File: config.mk
export PLATFORM = sky130hd
export DESIGN_NAME = traffic_light_conflict_monitor_flat
export DESIGN_NICKNAME = d
export VERILOG_FILES = /design/src/rtl/traffic_light_conflict_monitor_pkg.sv /design/src/rtl/traffic_light_conflict_monitor_if.sv /design/src/rtl/traffic_phase_decoder.sv /design/src/rtl/traffic_light_conflict_monitor.sv /design/src/flat_wrapper.sv
export SDC_FILE = /design/constraint.sdc
export NUM_CORES = 1
export LEC_CHECK = 0
export ABC_CLOCK_PERIOD_IN_PS = 2100
export CORE_UTILIZATION = 46
export CTS_CLUSTER_DIAMETER = 60
export DETAILED_ROUTE_END_ITERATION = 8
export PLACE_DENSITY = 0.75
export SLEW_MARGIN = 20
export SYNTH_ARGS = -nofsm -noshare
export SYNTH_HDL_FRONTEND = slang
export SYNTH_HIERARCHICAL = 1
export SYNTH_SLANG_ARGS = --single-unit
File: constraint.sdc
create_clock -name clk -period 2.1 [get_ports clk]
set_clock_uncertainty 0.15 [all_clocks]
set_input_delay 0.21 -clock clk [delete_from_list [all_inputs] [get_ports clk]]
set_output_delay 0.21 -clock clk [all_outputs]
set_load 0.005 [all_outputs]
File: src/rtl/traffic_light_conflict_monitor_pkg.sv
// Shared types and constants for the traffic light conflict monitor.
// Light codes, phase/fault enums and the four legal head patterns.
package traffic_light_pkg;

  localparam logic [2:0] GREEN  = 3'b001;
  localparam logic [2:0] YELLOW = 3'b010;
  localparam logic [2:0] RED    = 3'b100;

  typedef enum logic [1:0] {
    PH_LEFT  = 2'd0,
    PH_RIGHT = 2'd1,
    PH_STR   = 2'd2,
    PH_BACK  = 2'd3
  } phase_e;

  typedef enum logic [2:0] {
    FC_NONE     = 3'd0,
    FC_ILLEGAL  = 3'd1,
    FC_SEQUENCE = 3'd2,
    FC_SHORT    = 3'd3,
    FC_LONG     = 3'd4
  } fault_e;

  typedef enum logic [1:0] {
    ST_INIT  = 2'd0,
    ST_TRACK = 2'd1,
    ST_FAULT = 2'd2
  } state_e;

  // Pattern layout is {left, right, str, back}
  localparam logic [11:0] PAT_LEFT  = {GREEN, YELLOW, RED, RED};
  localparam logic [11:0] PAT_RIGHT = {RED, GREEN, YELLOW, RED};
  localparam logic [11:0] PAT_STR   = {RED, RED, GREEN, YELLOW};
  localparam logic [11:0] PAT_BACK  = {YELLOW, RED, RED, GREEN};

  // Legal successor phase; BACK wraps to LEFT
  function automatic logic [1:0] next_phase(input logic [1:0] p);
    return p + 2'd1;
  endfunction

endpackage

File: src/rtl/traffic_light_conflict_monitor_if.sv
// Signal-head bus plus monitor status outputs.
// master drives the lights, slave is the monitor.
interface traffic_light_conflict_monitor_if #(
  parameter int CNT_W = 5
);

  logic [2:0]       light_left;
  logic [2:0]       light_right;
  logic [2:0]       light_str;
  logic [2:0]       light_back;
  logic [1:0]       phase;
  logic             phase_vld;
  logic             phase_chg;
  logic [CNT_W-1:0] dwell;
  logic             fault;
  logic [2:0]       fault_code;

  modport master (
    output light_left,
    output light_right,
    output light_str,
    output light_back,
    input  phase,
    input  phase_vld,
    input  phase_chg,
    input  dwell,
    input  fault,
    input  fault_code
  );

  modport slave (
    input  light_left,
    input  light_right,
    input  light_str,
    input  light_back,
    output phase,
    output phase_vld,
    output phase_chg,
    output dwell,
    output fault,
    output fault_code
  );

endinterface

File: src/rtl/traffic_phase_decoder.sv
// Combinational decode of the 12-bit head pattern into a phase.
// Anything other than the four legal patterns is flagged illegal.
import traffic_light_pkg::*;

module traffic_phase_decoder (
  input  logic [11:0] i_lights,
  output logic        o_legal,
  output logic [1:0]  o_phase
);

  // Match the sampled pattern against the four legal phases
  always_comb begin
    o_legal = 1'b0;
    o_phase = 2'd0;
    unique case (1'b1)
      (i_lights == PAT_LEFT): begin
        o_legal = 1'b1;
        o_phase = PH_LEFT;
      end
      (i_lights == PAT_RIGHT): begin
        o_legal = 1'b1;
        o_phase = PH_RIGHT;
      end
      (i_lights == PAT_STR): begin
        o_legal = 1'b1;
        o_phase = PH_STR;
      end
      (i_lights == PAT_BACK): begin
        o_legal = 1'b1;
        o_phase = PH_BACK;
      end
      default: begin
        o_legal = 1'b0;
        o_phase = 2'd0;
      end
    endcase
  end

endmodule

File: src/rtl/traffic_light_conflict_monitor.sv
// Phase-order / dwell-time checker with a sticky first-fault latch.
// Define MON_DWELL_CHECK_EN to enable SHORT and LONG dwell faults.
import traffic_light_pkg::*;

module traffic_light_conflict_monitor #(
  parameter int CNT_W     = 5,
  parameter int MIN_DWELL = 4,
  parameter int MAX_DWELL = 12
) (
  input logic clk,
  input logic rst,
  traffic_light_conflict_monitor_if.slave bus
);

  if (MIN_DWELL < 1 || MAX_DWELL < MIN_DWELL ||
      MAX_DWELL >= (2**CNT_W) - 1) begin : g_bad_param
    $error("traffic_light_conflict_monitor: bad dwell params");
  end

  logic [11:0]      w_lights;
  logic             w_legal;
  logic [1:0]       w_dec;
  logic [CNT_W-1:0] w_sat;
  logic             w_same;
  logic             w_adv;
  logic             w_short;
  logic             w_long;

  state_e           r_state;
  logic [1:0]       r_phase;
  logic             r_vld;
  logic             r_chg;
  logic [CNT_W-1:0] r_dwell;
  logic             r_fault;
  fault_e           r_code;

  state_e           w_nstate;
  logic [1:0]       w_nphase;
  logic             w_nvld;
  logic             w_nchg;
  logic [CNT_W-1:0] w_ndwell;
  logic             w_nfault;
  fault_e           w_ncode;

  assign w_lights = {bus.light_left, bus.light_right,
                     bus.light_str, bus.light_back};

  traffic_phase_decoder u_dec (
    .i_lights (w_lights),
    .o_legal  (w_legal),
    .o_phase  (w_dec)
  );

  assign w_sat  = (&r_dwell) ? r_dwell : r_dwell + 1'b1;
  assign w_same = w_legal && (w_dec == r_phase);
  assign w_adv  = w_legal && (w_dec == next_phase(r_phase));

`ifdef MON_DWELL_CHECK_EN
  localparam logic [CNT_W:0]   LP_MAX = (CNT_W+1)'(MAX_DWELL);
  localparam logic [CNT_W-1:0] LP_MIN = CNT_W'(MIN_DWELL);

  logic r_first;

  // The first tracked phase may be partially observed: exempt it
  always_ff @(posedge clk or posedge rst) begin
    if (rst)
      r_first <= 1'b0;
    else if (r_state == ST_INIT && w_legal)
      r_first <= 1'b1;
    else if (r_state == ST_TRACK && w_adv)
      r_first <= 1'b0;
  end

  assign w_short = !r_first && (r_dwell < LP_MIN);
  assign w_long  = ({1'b0, r_dwell} + 1'b1) > LP_MAX;
`else
  assign w_short = 1'b0;
  assign w_long  = 1'b0;
`endif

  // Next-state, tracking and first-fault selection
  always_comb begin
    w_nstate = r_state;
    w_nphase = r_phase;
    w_nvld   = r_vld;
    w_nchg   = 1'b0;
    w_ndwell = r_dwell;
    w_nfault = r_fault;
    w_ncode  = r_code;
    unique case (r_state)
      ST_INIT: begin
        if (w_legal) begin
          w_nstate = ST_TRACK;
          w_nphase = w_dec;
          w_nvld   = 1'b1;
          w_ndwell = CNT_W'(1);
        end else begin
          w_nstate = ST_FAULT;
          w_nfault = 1'b1;
          w_ncode  = FC_ILLEGAL;
        end
      end
      ST_TRACK: begin
        if (!w_legal) begin
          w_nstate = ST_FAULT;
          w_nvld   = 1'b0;
          w_nfault = 1'b1;
          w_ncode  = FC_ILLEGAL;
        end else if (w_same) begin
          if (w_long) begin
            w_nstate = ST_FAULT;
            w_nvld   = 1'b0;
            w_nfault = 1'b1;
            w_ncode  = FC_LONG;
          end else begin
            w_ndwell = w_sat;
          end
        end else if (w_adv) begin
          if (w_short) begin
            w_nstate = ST_FAULT;
            w_nvld   = 1'b0;
            w_nfault = 1'b1;
            w_ncode  = FC_SHORT;
          end else begin
            w_nphase = w_dec;
            w_ndwell = CNT_W'(1);
            w_nchg   = 1'b1;
          end
        end else begin
          w_nstate = ST_FAULT;
          w_nvld   = 1'b0;
          w_nfault = 1'b1;
          w_ncode  = FC_SEQUENCE;
        end
      end
      ST_FAULT: begin
        w_nvld = 1'b0;
      end
      default: begin
        w_nstate = ST_INIT;
      end
    endcase
  end

  // Registered state and outputs
  always_ff @(posedge clk or posedge rst) begin
    if (rst) begin
      r_state <= ST_INIT;
      r_phase <= 2'd0;
      r_vld   <= 1'b0;
      r_chg   <= 1'b0;
      r_dwell <= '0;
      r_fault <= 1'b0;
      r_code  <= FC_NONE;
    end else begin
      r_state <= w_nstate;
      r_phase <= w_nphase;
      r_vld   <= w_nvld;
      r_chg   <= w_nchg;
      r_dwell <= w_ndwell;
      r_fault <= w_nfault;
      r_code  <= w_ncode;
    end
  end

  assign bus.phase      = r_phase;
  assign bus.phase_vld  = r_vld;
  assign bus.phase_chg  = r_chg;
  assign bus.dwell      = r_dwell;
  assign bus.fault      = r_fault;
  assign bus.fault_code = r_code;

endmodule
File: src/flat_wrapper.sv
// flat-port wrapper written by rule: the top's interface ports become plain ports
module traffic_light_conflict_monitor_flat 
#(
  parameter int CNT_W     = 5,
  parameter int MIN_DWELL = 4,
  parameter int MAX_DWELL = 12
)
  (clk, rst, bus_light_left, bus_light_right, bus_light_str, bus_light_back, bus_phase, bus_phase_vld, bus_phase_chg, bus_dwell, bus_fault, bus_fault_code);
  traffic_light_conflict_monitor_if #(.CNT_W(CNT_W)) bus_i ();
  input logic clk;
  input logic rst;
  input wire logic [$bits(bus_i.light_left)-1:0] bus_light_left;
  input wire logic [$bits(bus_i.light_right)-1:0] bus_light_right;
  input wire logic [$bits(bus_i.light_str)-1:0] bus_light_str;
  input wire logic [$bits(bus_i.light_back)-1:0] bus_light_back;
  output wire logic [$bits(bus_i.phase)-1:0] bus_phase;
  output wire logic [$bits(bus_i.phase_vld)-1:0] bus_phase_vld;
  output wire logic [$bits(bus_i.phase_chg)-1:0] bus_phase_chg;
  output wire logic [$bits(bus_i.dwell)-1:0] bus_dwell;
  output wire logic [$bits(bus_i.fault)-1:0] bus_fault;
  output wire logic [$bits(bus_i.fault_code)-1:0] bus_fault_code;
  assign bus_i.light_left = bus_light_left;
  assign bus_i.light_right = bus_light_right;
  assign bus_i.light_str = bus_light_str;
  assign bus_i.light_back = bus_light_back;
  assign bus_phase = bus_i.phase;
  assign bus_phase_vld = bus_i.phase_vld;
  assign bus_phase_chg = bus_i.phase_chg;
  assign bus_dwell = bus_i.dwell;
  assign bus_fault = bus_i.fault;
  assign bus_fault_code = bus_i.fault_code;
  traffic_light_conflict_monitor #(.CNT_W(CNT_W), .MIN_DWELL(MIN_DWELL), .MAX_DWELL(MAX_DWELL)) u_core (.clk(clk), .rst(rst), .bus(bus_i));
endmodule
==> out/metrics.yaml, run 1 <==
yosys:
  synth_cell_types: 39
  ys_seq_area_share_pct: 36.7
  ys_warn_count: 6
  ys_ff_latch: 14
  syn_area_sq_um: 953
  netlist_instances: 102
  avgSynthCellArea_sq_um: 9.35
  syn_nets: 122
timing:
  fin_crit_sh_pct: 96.5
  tightest_slew_ns: 0.537
  postLayoutSetupSlackWorst_ns: 0.0728
  rsz0062_at_grt: "no"
  setup_viol: 0
  max_freq_mhz: 493
  finalHoldViolCount: 0
  min_period_ns: 2.03
  hold_ws_ns: 0.141
  slew_headroom_pct: 64.1
  finalMaxSlewViolations: 0
run_status:
  status: "completed"
power:
  finalPower_mw: 0.711
  power_switching_mw: 0.230
  p_leak_nw: 0.731
  intPower_mw: 0.481
  p_seq_share_pct: 42.8
  combPwrFrac_pct: 36.2
  swShare_pct: 32.3
  ir_drop_mv: 0.511
  cellPowerDensity_mw_per_mm2: 471
  p_clk_share_pct: 21.0
setup_path:
  crit_family: "simple AND/OR/NAND/NOR gates"
  crit_path_start_kind: "input port"
  worstPathRequired_ns: 2.15
  crit_path_max_incr_delay_ns: 0.48
  crit_chain: "clkdlybuf4s50_1 -> nand4b_1 -> a21oi_2 -> or2_1 -> and2_4 -> and3_4 -> nor4_4 -> mux2i_1"
  path_max_fanout: 4
  crit_arrival_ns: 2.07
  critPathBufInv: 1
  critPathSlowestCell: "clkdlybuf4s50_1"
  path_class: "in -> reg"
  worstSetupEndpointType: "register"
clock_tree:
  clk_path_buf_depth: 2
  cts_hold_buf: 0
  cts_tree: "built"
  root_buffer: "clkbuf_4"
  h-tree-depth: 1
  clkSinkCount: 14
  clkLatencyLatePin_ns: 0.27
  cts_buffers: 3
  path_clk_slew_ns: 0.09
routing:
  post-route-drc-count: 0
  wirelength_mm: 2.64
  vias_per_cell: 5.58
  wl_per_cell_um: 15.3
  detail_route.first_pass.iterations: 4
  drtIter0Drc: 30
  ant_nets: 0
  vias: 966
layout:
  synthToLayoutAreaGrowth_pct: 58.1
  diodes: 0
  layout-drive-gt1-share_pct: 29.5
  mostFrequentLayoutCells: "buf_4, clkdlybuf4s50_1, dfrtp_1"
  final_common_cell: "buf_4"
  final_core_util_pct: 76.8
  stdcell_area_sq_mm: 0.00151
  nNetsFinal: 168
die:
  pin_count: 27
  fp.dieW_um: 47.5
  dieArea_sq_mm: 0.00226
  die_h_um: 47.5
  core_sq_mm: 0.00196
  row_count: 16
  initial_utilization_pct: 48.6
global_routing:
  grt_pass1_vias: 911
  grt_max_degree: 15
  gr-usage-all-layers_pct: 25.4
  antenna_found_initial: 0
  overflow: 0
  grt_pass1_wl_mm: 3.91
placement:
  place_ws_ns: -0.393
  hpwl_mm: 1.80
  place_congestion: 0.855
  portBuffers: 25
  dpl-instance-area_sq_mm: 0.00135
min_path:
  min_path_type: "in -> async"
flow_run:
  maxCapViolCount: 0
final timing paths:
kind,startpoint,end,slack [ns],cells past startpoint
max,bus_light_back[2],u_core/bus.phase_vld,0.07,8
min,rst,u_core/bus.phase[0],0.14,2
max reg2reg,u_core/bus.dwell[0],u_core/bus.dwell[3],0.17,7
min reg2reg,u_core/bus.fault,u_core/bus.fault,0.34,1
max in group asynchronous,rst,u_core/bus.dwell[1],1.30,2
min in group clk,u_core/bus.fault,u_core/bus.fault,0.34,1
logic make-up after synthesis:
family | count (synthesis) | synth area share [%]
DFF | 14 | 36.7
adders and majority gates | 6 | 7.87
AOI/OAI and AO/OA | 24 | 17.2
xor gates and xnor gates | 4 | 5.25
other | 1 | 0.393
muxes | 5 | 5.38
and+or+nand+nor | 39 | 23.1
buffers and inverters | 9 | 4.07
stage by stage:
step	cells	setup TNS, ns
CTS	172	0
finish	173	0
global placement	168	-3.27
detailed placement	168	-4.01
global route	173	0
floorplan	102	0
layout make-up:
class	count	area, sq um
clock buffers	3	22.5
repair buffers	43	407
fillers	141	454
flip-flops and latches	14	350
inverters	7	26.3
well taps	27	33.8
multi-input cells	79	668
cells in the mapped netlist, drive strengths merged:
cell type | number | area [sq um]
a21o | 1 | 7.51
mux2 | 1 | 11.3
nand3b | 1 | 7.51
mux2i | 4 | 40.0
xnor2 | 3 | 33.8
and2b | 1 | 7.51
o21bai | 2 | 15.0
a22o | 2 | 17.5
and2 | 2 | 15.0
nand3 | 1 | 5.00
nand2 | 5 | 18.8
o22ai | 1 | 6.26
inv | 7 | 26.3
nor2b | 3 | 18.8
nor3 | 2 | 10.0
o21ai | 4 | 20.0
o31a | 1 | 8.76
conb | 1 | 3.75
dfrtp | 14 | 350
nand4b | 3 | 26.3
or3 | 1 | 6.26
ha | 6 | 75.1
or2 | 1 | 6.26
nor4 | 1 | 12.5
nor2 | 11 | 41.3
xor2 | 1 | 16.3
nand4 | 5 | 31.3
a211oi | 1 | 7.51
o31ai | 2 | 20.0
a21oi | 9 | 52.6
a211o | 1 | 8.76
and3 | 2 | 13.8
buf | 2 | 12.5
repair_timing:
| action | CTS | global route |
|---|---|---|
| buffers inserted | 1 | 1 |
| resized for setup | 17 | 18 |
| pin swaps | 6 | 13 |
| setup endpoints to repair | 9 | 14 |
state kept, by name, summed over array words and instances (netlist names):
register / cells
u_core/bus.phase_chg: 1
u_core/bus.dwell: 5
u_core/bus.phase_vld: 1
u_core/bus.fault: 1
u_core/bus.phase: 2
u_core/bus.fault_code: 2
u_core/r_state: 2
power groups by stage:
| stage | logic (mW) | registers (mW) | clock network [mW] |
|---|---|---|---|
| after floorplan | 0.142 | 0.310 | 0 |
| after global placement | 0.228 | 0.311 | 0 |
| after detailed placement | 0.236 | 0.311 | 0 |
| after CTS | 0.239 | 0.305 | 0.156 |
| after global routing | 0.286 | 0.308 | 0.163 |
| final | 0.257 | 0.304 | 0.149 |
routing by layer:
layer,global-route usage (%),routed length [um],vias up
li1,-,-,459
met1,28.0,1070,470
met2,45.8,1390,33
met3,4.15,145,4
met4,14.9,29,0
met5,0,0,-
No activity file was read; power rests on OpenSTA's default activity.
==> inputs of run 2 (changes only) <==
--- a/config.mk
+++ b/config.mk
@@ -9,6 +9,7 @@
 export CORE_UTILIZATION = 46
 export CTS_CLUSTER_DIAMETER = 60
 export DETAILED_ROUTE_END_ITERATION = 8
+export GPL_TIMING_DRIVEN = 0
 export PLACE_DENSITY = 0.75
 export SLEW_MARGIN = 20
 export SYNTH_ARGS = -nofsm -noshare
==> run 2 against run 1 <==
Non-clock buffer count decreased by 8; register-to-register slack is essentially flat; global-route usage down 1.9 points; sequential share of layout area increased by 0.80 points; critical path type unchanged; highest routed layer unchanged.
==> out/metrics.yaml, run 2 (synthesis results as in run 1) <==
clock_tree:
  clk_path_buf_depth: 2
  cts_buffers: 3
  root_buffer: "clkbuf_4"
  h-tree-depth: 1
  clkSinkCount: 14
  clkLatencyLatePin_ns: 0.27
  path_clk_slew_ns: 0.08
  cts_tree: "built"
die:
  row_count: 16
  fp.dieW_um: 47.5
  die_h_um: 47.5
  dieArea_sq_mm: 0.00226
  core_sq_mm: 0.00196
  pin_count: 27
  initial_utilization_pct: 48.6
timing:
  max_freq_mhz: 490
  tightest_slew_ns: 0.532
  fin_crit_sh_pct: 97.2
  min_period_ns: 2.04
  setup_viol: 0
  finalHoldViolCount: 0
  hold_ws_ns: 0.129
  finalMaxSlewViolations: 0
  slew_headroom_pct: 64.5
setup_path:
  r2r_cells: 7
  r2r_setup_slack_ns: 0.17
  crit_arrival_ns: 2.06
  r2r-start: "u_core/bus.dwell[0]"
  path_class: "in -> reg"
  worstPathRequired_ns: 2.12
  path_max_fanout: 4
  crit_path_start_kind: "input port"
  reg2reg_to: "u_core/bus.dwell[3]"
  worstSetupEndpointType: "register"
routing:
  wirelength_mm: 2.58
  vias: 935
  wl_per_cell_um: 15.6
  detail_route.first_pass.iterations: 4
  vias_per_cell: 5.63
  post-route-drc-count: 0
  ant_nets: 0
  drtIter0Drc: 15
placement:
  portBuffers: 25
  place_congestion: 0.816
  hpwl_mm: 1.58
  dpl-instance-area_sq_mm: 0.00124
layout:
  mostFrequentLayoutCells: "dfrtp_1, clkdlybuf4s50_1, buf_4"
  multi_input_area_sq_um: 672
  seq_area_sq_um: 350
  largest_reg_flops: 5
  fillers: 149
  final_common_cell: "dfrtp_1"
  stdcell_area_sq_mm: 0.00146
  synthToLayoutAreaGrowth_pct: 52.9
  diodes: 0
  nNetsFinal: 160
  layout-drive-gt1-share_pct: 25.9
global_routing:
  gr-usage-all-layers_pct: 23.6
  antenna_found_initial: 0
  grt_pass1_vias: 857
  overflow: 0
  grt_max_degree: 15
  grt_pass1_wl_mm: 3.64
power:
  cellPowerDensity_mw_per_mm2: 503
  ir_drop_mv: 0.592
  p_leak_nw: 0.681
run_status:
  status: "completed"
flow_run:
  maxCapViolCount: 0
min_path:
  min_path_type: "in -> async"
run 2: critical path, cell delays in order:
cell	delay, ns
dlygate4sd2_1	0.26
nor2_1	0.19
nand4b_1	0.23
a21oi_4	0.22
buf_12	0.14
xor2_4	0.27
and3_4	0.27
o31ai_4	0.08
a22o_1	0.19
run 2: cell type report:
type / instances / share of cell area (%)
multi-input combinational: 79 / 46.1
inverter: 7 / 1.80
clock buffer: 4 / 2.49
buffer: 2 / 0.858
sequential: 14 / 24.0
timing repair buffer: 33 / 22.4
tap: 27 / 2.32
run 2: timing repair:
action | CTS | global route
endpoints found under the setup margin | 11 | 11
hold buffers | 0 | 0
pin swaps | 13 | 10
setup buffers | 7 | 1
gates resized for setup | 31 | 7
run 2: through the flow:
step | std cells | worst slack, ns | utilization, % | setup TNS, ns | power (mW)
final | 166 | 0.0584 | 74.3 | 0 | 0.733
after global routing | 166 | -0.00443 | 74.3 | -0.00443 | 0.782
after CTS | 165 | 0.00620 | 73.2 | 0 | 0.739
after detailed placement | 154 | -0.649 | 63.1 | -6.14 | 0.530
after global placement | 154 | -0.621 | 63.1 | -5.70 | 0.523
after floorplan | 102 | 0.119 | - | 0 | 0.451
run 2: power breakdown:
| part | internal, mW | total (mW) | leakage [nW] | switching, mW |
|---|---|---|---|---|
| logic | 0.111 | 0.239 | 0.479 | 0.128 |
| clock network | 0.105 | 0.189 | 0.0210 | 0.0839 |
| registers | 0.291 | 0.304 | 0.181 | 0.0130 |
run 2: how the worst max path moves through the flow:
stage	start	endpoint	slack, ns
after floorplan	bus_light_str[2]	u_core/bus.dwell[1]	0.12
after global placement	bus_light_str[2]	u_core/bus.dwell[4]	-0.62
after detailed placement	bus_light_str[2]	u_core/bus.dwell[0]	-0.65
after CTS	bus_light_str[1]	u_core/bus.dwell[3]	0.006
after global routing	bus_light_left[0]	u_core/bus.dwell[3]	-0.004
final	bus_light_left[0]	u_core/bus.dwell[4]	0.06
run 2: layer usage:
| layer | wire (um) | global-route usage, % | vias up |
|---|---|---|---|
| met2 | 1410 | 41.1 | 21 |
| met4 | 22 | 9.14 | 0 |
| met3 | 70 | 4.15 | 4 |
| met5 | 0 | 0 | - |
| li1 | - | - | 441 |
| met1 | 1080 | 28.8 | 469 |
